--- config.mk ---
export PLATFORM = sky130hd
export DESIGN_NAME = stream_packer_flat
export DESIGN_NICKNAME = d
export VERILOG_FILES = /design/src/rtl/stream_packer_if.sv /design/src/rtl/stream_packer.sv /design/src/flat_wrapper.sv
export SDC_FILE = /design/constraint.sdc
export NUM_CORES = 1
export LEC_CHECK = 0
export ABC_AREA = 1
export CAP_MARGIN = 5
export CORE_MARGIN = 3
export CORE_UTILIZATION = 55
export CTS_CLUSTER_SIZE = 28
export DETAILED_ROUTE_END_ITERATION = 6
export PLACE_DENSITY = 0.89
export SLEW_MARGIN = 30
export SYNTH_ARGS = -nofsm -noshare
export SYNTH_HDL_FRONTEND = slang
export SYNTH_SLANG_ARGS = --single-unit
export TNS_END_PERCENT = 5
--- constraint.sdc ---
create_clock -name clk -period 5 [get_ports clk]
set_input_delay 0.75 -clock clk [delete_from_list [all_inputs] [get_ports clk]]
set_output_delay 0.75 -clock clk [all_outputs]
set_load 0.05 [all_outputs]
--- src/rtl/stream_packer_if.sv ---
//------------------------------------------------------------------------------
// stream_packer_if : narrow input / 64-bit output stream bundle for stream_packer
// Revision: 1.0
//------------------------------------------------------------------------------
`default_nettype none

interface stream_packer_if #(
  parameter int IN_W = 16
);
  localparam int RATIO = 64 / IN_W;
  localparam int LW    = $clog2(RATIO + 1);

  logic [IN_W-1:0] in;
  logic            in_isReady;
  logic            in_canReceive;
  logic            in_isLast;
  logic [63:0]     out;
  logic            out_isReady;
  logic            out_canReceive;
  logic            out_isLast;
  logic [LW-1:0]   out_numLanes;

  // Packer side
  modport slave (
    input  in, in_isReady, in_isLast, out_canReceive,
    output in_canReceive, out, out_isReady, out_isLast, out_numLanes
  );

  // Environment side: narrow source plus wide sink
  modport master (
    output in, in_isReady, in_isLast, out_canReceive,
    input  in_canReceive, out, out_isReady, out_isLast, out_numLanes
  );
endinterface

`default_nettype wire

--- src/rtl/stream_packer.sv ---
//------------------------------------------------------------------------------
// stream_packer : packs IN_W-bit items little-endian into 64-bit words.
// Optional macro STREAM_PACKER_ZERO_FILL_EN zeroes lanes beyond out_numLanes.
// Revision: 1.0
//------------------------------------------------------------------------------
`default_nettype none

module stream_packer #(
  parameter int IN_W = 16
) (
  input  logic             clk,
  input  logic             rst,
  stream_packer_if.slave   bus
);
  localparam int RATIO = 64 / IN_W;
  localparam int LW    = $clog2(RATIO + 1);
  localparam int IW    = (RATIO > 1) ? $clog2(RATIO) : 1;

  logic [63:0]   r_acc;
  logic [63:0]   r_out;
  logic [IW-1:0] r_idx;
  logic [LW-1:0] r_num;
  logic          r_last;
  logic          r_full;

  logic          w_can;
  logic          w_accept;
  logic          w_complete;
  logic          w_fire;
  logic [63:0]   w_acc_wr;
  logic [63:0]   w_word;

  assign w_can      = ~rst & (~r_full | bus.out_canReceive);
  assign w_accept   = bus.in_isReady & w_can;
  assign w_complete = w_accept & ((r_idx == IW'(RATIO - 1)) | bus.in_isLast);
  assign w_fire     = r_full & bus.out_canReceive;

  // Accumulator with the current item dropped into lane r_idx
  always_comb begin
    w_acc_wr = r_acc;
    w_acc_wr[int'(r_idx) * IN_W +: IN_W] = bus.in;
  end

  always_comb begin
    w_word = w_acc_wr;
`ifdef STREAM_PACKER_ZERO_FILL_EN
    for (int l = 0; l < RATIO; l++) begin
      if (l > int'(r_idx)) begin
        w_word[l * IN_W +: IN_W] = '0;
      end
    end
`endif
  end

  always_ff @(posedge clk or posedge rst) begin
    if (rst) begin
      r_acc  <= '0;
      r_out  <= '0;
      r_idx  <= '0;
      r_num  <= '0;
      r_last <= 1'b0;
      r_full <= 1'b0;
    end else if (w_complete) begin
      // A completing item overrides any same-cycle consume: the register reloads
      r_out  <= w_word;
      r_num  <= LW'(r_idx) + LW'(1);
      r_last <= bus.in_isLast;
      r_full <= 1'b1;
      r_idx  <= '0;
`ifdef STREAM_PACKER_ZERO_FILL_EN
      r_acc  <= '0;
`else
      r_acc  <= w_acc_wr;
`endif
    end else begin
      if (w_accept) begin
        r_acc <= w_acc_wr;
        r_idx <= r_idx + IW'(1);
      end
      if (w_fire) begin
        r_full <= 1'b0;
        r_num  <= '0;
        r_last <= 1'b0;
      end
    end
  end

  assign bus.in_canReceive = w_can;
  assign bus.out           = r_out;
  assign bus.out_isReady   = w_fire;
  assign bus.out_isLast    = r_last;
  assign bus.out_numLanes  = r_num;

endmodule

`default_nettype wire

--- src/flat_wrapper.sv ---
// flat-port wrapper written by rule: the top's interface ports become plain ports
module stream_packer_flat 
#(
  parameter int IN_W = 16
)
  (clk, rst, bus_in, bus_in_isReady, bus_in_isLast, bus_out_canReceive, bus_in_canReceive, bus_out, bus_out_isReady, bus_out_isLast, bus_out_numLanes);
  stream_packer_if #(.IN_W(IN_W)) bus_i ();
  input  logic clk;
  input  logic rst;
  input wire logic [$bits(bus_i.in)-1:0] bus_in;
  input wire logic [$bits(bus_i.in_isReady)-1:0] bus_in_isReady;
  input wire logic [$bits(bus_i.in_isLast)-1:0] bus_in_isLast;
  input wire logic [$bits(bus_i.out_canReceive)-1:0] bus_out_canReceive;
  output wire logic [$bits(bus_i.in_canReceive)-1:0] bus_in_canReceive;
  output wire logic [$bits(bus_i.out)-1:0] bus_out;
  output wire logic [$bits(bus_i.out_isReady)-1:0] bus_out_isReady;
  output wire logic [$bits(bus_i.out_isLast)-1:0] bus_out_isLast;
  output wire logic [$bits(bus_i.out_numLanes)-1:0] bus_out_numLanes;
  assign bus_i.in = bus_in;
  assign bus_i.in_isReady = bus_in_isReady;
  assign bus_i.in_isLast = bus_in_isLast;
  assign bus_i.out_canReceive = bus_out_canReceive;
  assign bus_in_canReceive = bus_i.in_canReceive;
  assign bus_out = bus_i.out;
  assign bus_out_isReady = bus_i.out_isReady;
  assign bus_out_isLast = bus_i.out_isLast;
  assign bus_out_numLanes = bus_i.out_numLanes;
  stream_packer #(.IN_W(IN_W)) u_core (.clk(clk), .rst(rst), .bus(bus_i));
endmodule
==> results.toml <==
[cts]
clock_latency_ns = 0.42
htree_levels = 4
cts_buffer_depth = 2
clk_pin_slew_ns = 0.06
cts.sinks = 135
cts_hold_buf = 0
cts_root_buf = "clkbuf_16"
postCtsSetupBuffers = 0
cts_tree = "built"
cts_buffers = 17
cts_resized = 0

[route]
first_pass_iters = 5
wirelength_um = 15900
drc = 0
wl_per_cell_um = 14.6
ant_nets = 0
drt_iter0_drc = 558
viasPerCell = 5.23
via_count = 5708

[placement]
numPortBuffers = 90
gp_congestion = 0.861
dp_hpwl_um = 10300
pre_cts_ws_ns = 1.37
post_dp_cell_area_um2 = 7250
placedCellCount = 1061

[grt]
grt_pass1_vias = 5521
grt_pass1_wl_um = 26900
gr-usage-all-layers = 0.263
overflow = 0
antenna_found_initial = 0
grt_start_max_net_pins = 77

[cells_and_area]
fin_cells = 1092
multi_input_area_um2 = 2560
fillers = 839
fin_util = 0.708
syn2layout_area_growth_pct = 23.2
seq_area_um2 = 3380
final_area_um2 = 7810
num_antenna_cells = 0
nNetsFinal = 967
drive_gt1_frac = 0.0557

[synth]
netlist_area_um2 = 6340
synth_edf_count = 0
async_flop_share = 1.00
syn_inst = 866
synth.area.top_cells = "dfrtp_1, nand2_1, inv_1"
yosysMostFrequentCell = "nand2_1"
synth-main-ff-cell = "dfrtp_1"
synth_nets = 893
yosysWarningCount = 0
ys_ff_latch = 135
synthTopCellsByCount = "nand2_1, dfrtp_1, inv_1"
synth_top_cell_area_share = 0.533
yosysUniqueCellTypes = 20
ys_seq_area_frac = 0.533
yosysTopAreaCell = "dfrtp_1"
syn_area_per_cell_um2 = 7.32

[worst_setup_path]
crit_chain = "clkdlybuf4s50_1 > inv_4 > buf_4 > nand4_2 > buf_4 > nand2_1 > nand2_1"
r2r_start = "u_core.r_idx[0]"
crit_buf_inv = 4
worstPathMaxFanout = 44
required_ns = 5.30
critPathLaunch = "rst"
cpPeakStageDelay_ns = 0.77
crit_type = "input pin to flip-flop"
end_kind = "flip-flop"
cp-start-kind = "input pin"
arrival_ns = 3.46
crit_family = "buffers and inverters"
critical_path.slowest_cell = "nand4_2"

[floorplanning]
fp.coreArea_um2 = 11000
fp.dieArea_um2 = 12800
fp.dieH_um = 113
rows = 38
die_x_um = 113
io_pins = 91
initial_core_util = 0.574

[power_and_ir_drop]
finalPower_mw = 4.27
pwr_density_cell_nw_per_um2 = 547
p_leak_nw = 4.43
ir_drop_mv = 0.332

[timing]
fin_crit_sh = 0.632
max_freq_mhz = 316
tightest_slew_ns = 0.912
hold_slack_ns = 0.474
setup-violations-final = 0
setup_slack_ns = 1.84
drv_slew = 0
relSlewSlack = 0.391
finClkSkew_ns = 0.00686
hold_viol_final = 0
fin_tns_setup_ns = 0
rsz0062_at_grt = "no"
fin_crit_ns = 3.16

[job]
maxCapViolCount = 0

[outcome]
outcome = "finished, final reports clean"

[hold_path]
min_path_type = "flip-flop to flip-flop"
hp-start = "u_core.bus.out[21]"
## area by class of cell
cell class,count,area share
Sequential cell,135,0.433
Multi-Input combinational cell,642,0.328
Timing Repair Buffer,97,0.123
Clock buffer,18,0.0550
Inverter,47,0.0232
Tap cell,140,0.0224
Clock inverter,13,0.0157
## routing by layer
| metal | part of all wire | GRT usage | vias to the layer above |
|---|---|---|---|
| met1 | 0.42 | 0.372 | 2635 |
| met5 | 0 | 0 | - |
| met2 | 0.47 | 0.402 | 288 |
| li1 | - | - | 2742 |
| met3 | 0.081 | 0.0508 | 43 |
| met4 | 0.029 | 0.105 | 0 |
## flip-flops by register name, summed over array words and instances, names as in the netlist
signal	count
u_core.r_idx	2
u_core.bus.out_isLast	1
u_core.bus.out_numLanes	3
u_core.r_full	1
u_core.r_acc	64
u_core.bus.out	64
## cell families (layout without fill, tap and decap cells)
group | after synthesis | in the layout | synth area share
AOI/OAI and AO/OA | 19 | 19 | 0.0150
DFF | 135 | 135 | 0.533
buffers and inverters | 89 | 175 | 0.0628
adders and majority gates | 6 | 6 | 0.0118
and+or+nand+nor | 617 | 617 | 0.377
## power by group
part	switching, mW	internal (mW)	leakage (nW)
registers	0.162	1.38	1.82
logic	1.08	0.473	2.35
clock network	0.485	0.686	0.260
total	1.73	2.54	4.43
## tightest hold or removal path: stages (launching register included)
cell and delay [ns]:
dfrtp_1 0.34, nand2_1 0.05, nand2_1 0.05
## cells in the final DEF (no fill, tap or decap), types with 15 or more instances in the layout
cell type,synthesis,routed
inv_1,38,38
clkdlybuf4s50_1,0,90
nand2_1,571,571
dfrtp_1,135,135
nand3_1,23,23
clkbuf_16,0,17
nor2_1,15,15
o21ai_0,18,18
## final timing paths
check,depth (start not counted),slack (ns),endpoint
max reg2reg,8,2.08,u_core.r_acc[0]
min in group asynchronous,2,0.64,u_core.bus.out[6]
max in group asynchronous,3,3.42,u_core.bus.out[49]
max,7,1.84,u_core.bus.out[55]
min reg2reg,2,0.47,u_core.bus.out[21]
min,2,0.47,u_core.bus.out[21]
Note: power is estimated with default switching activity, not from simulation.
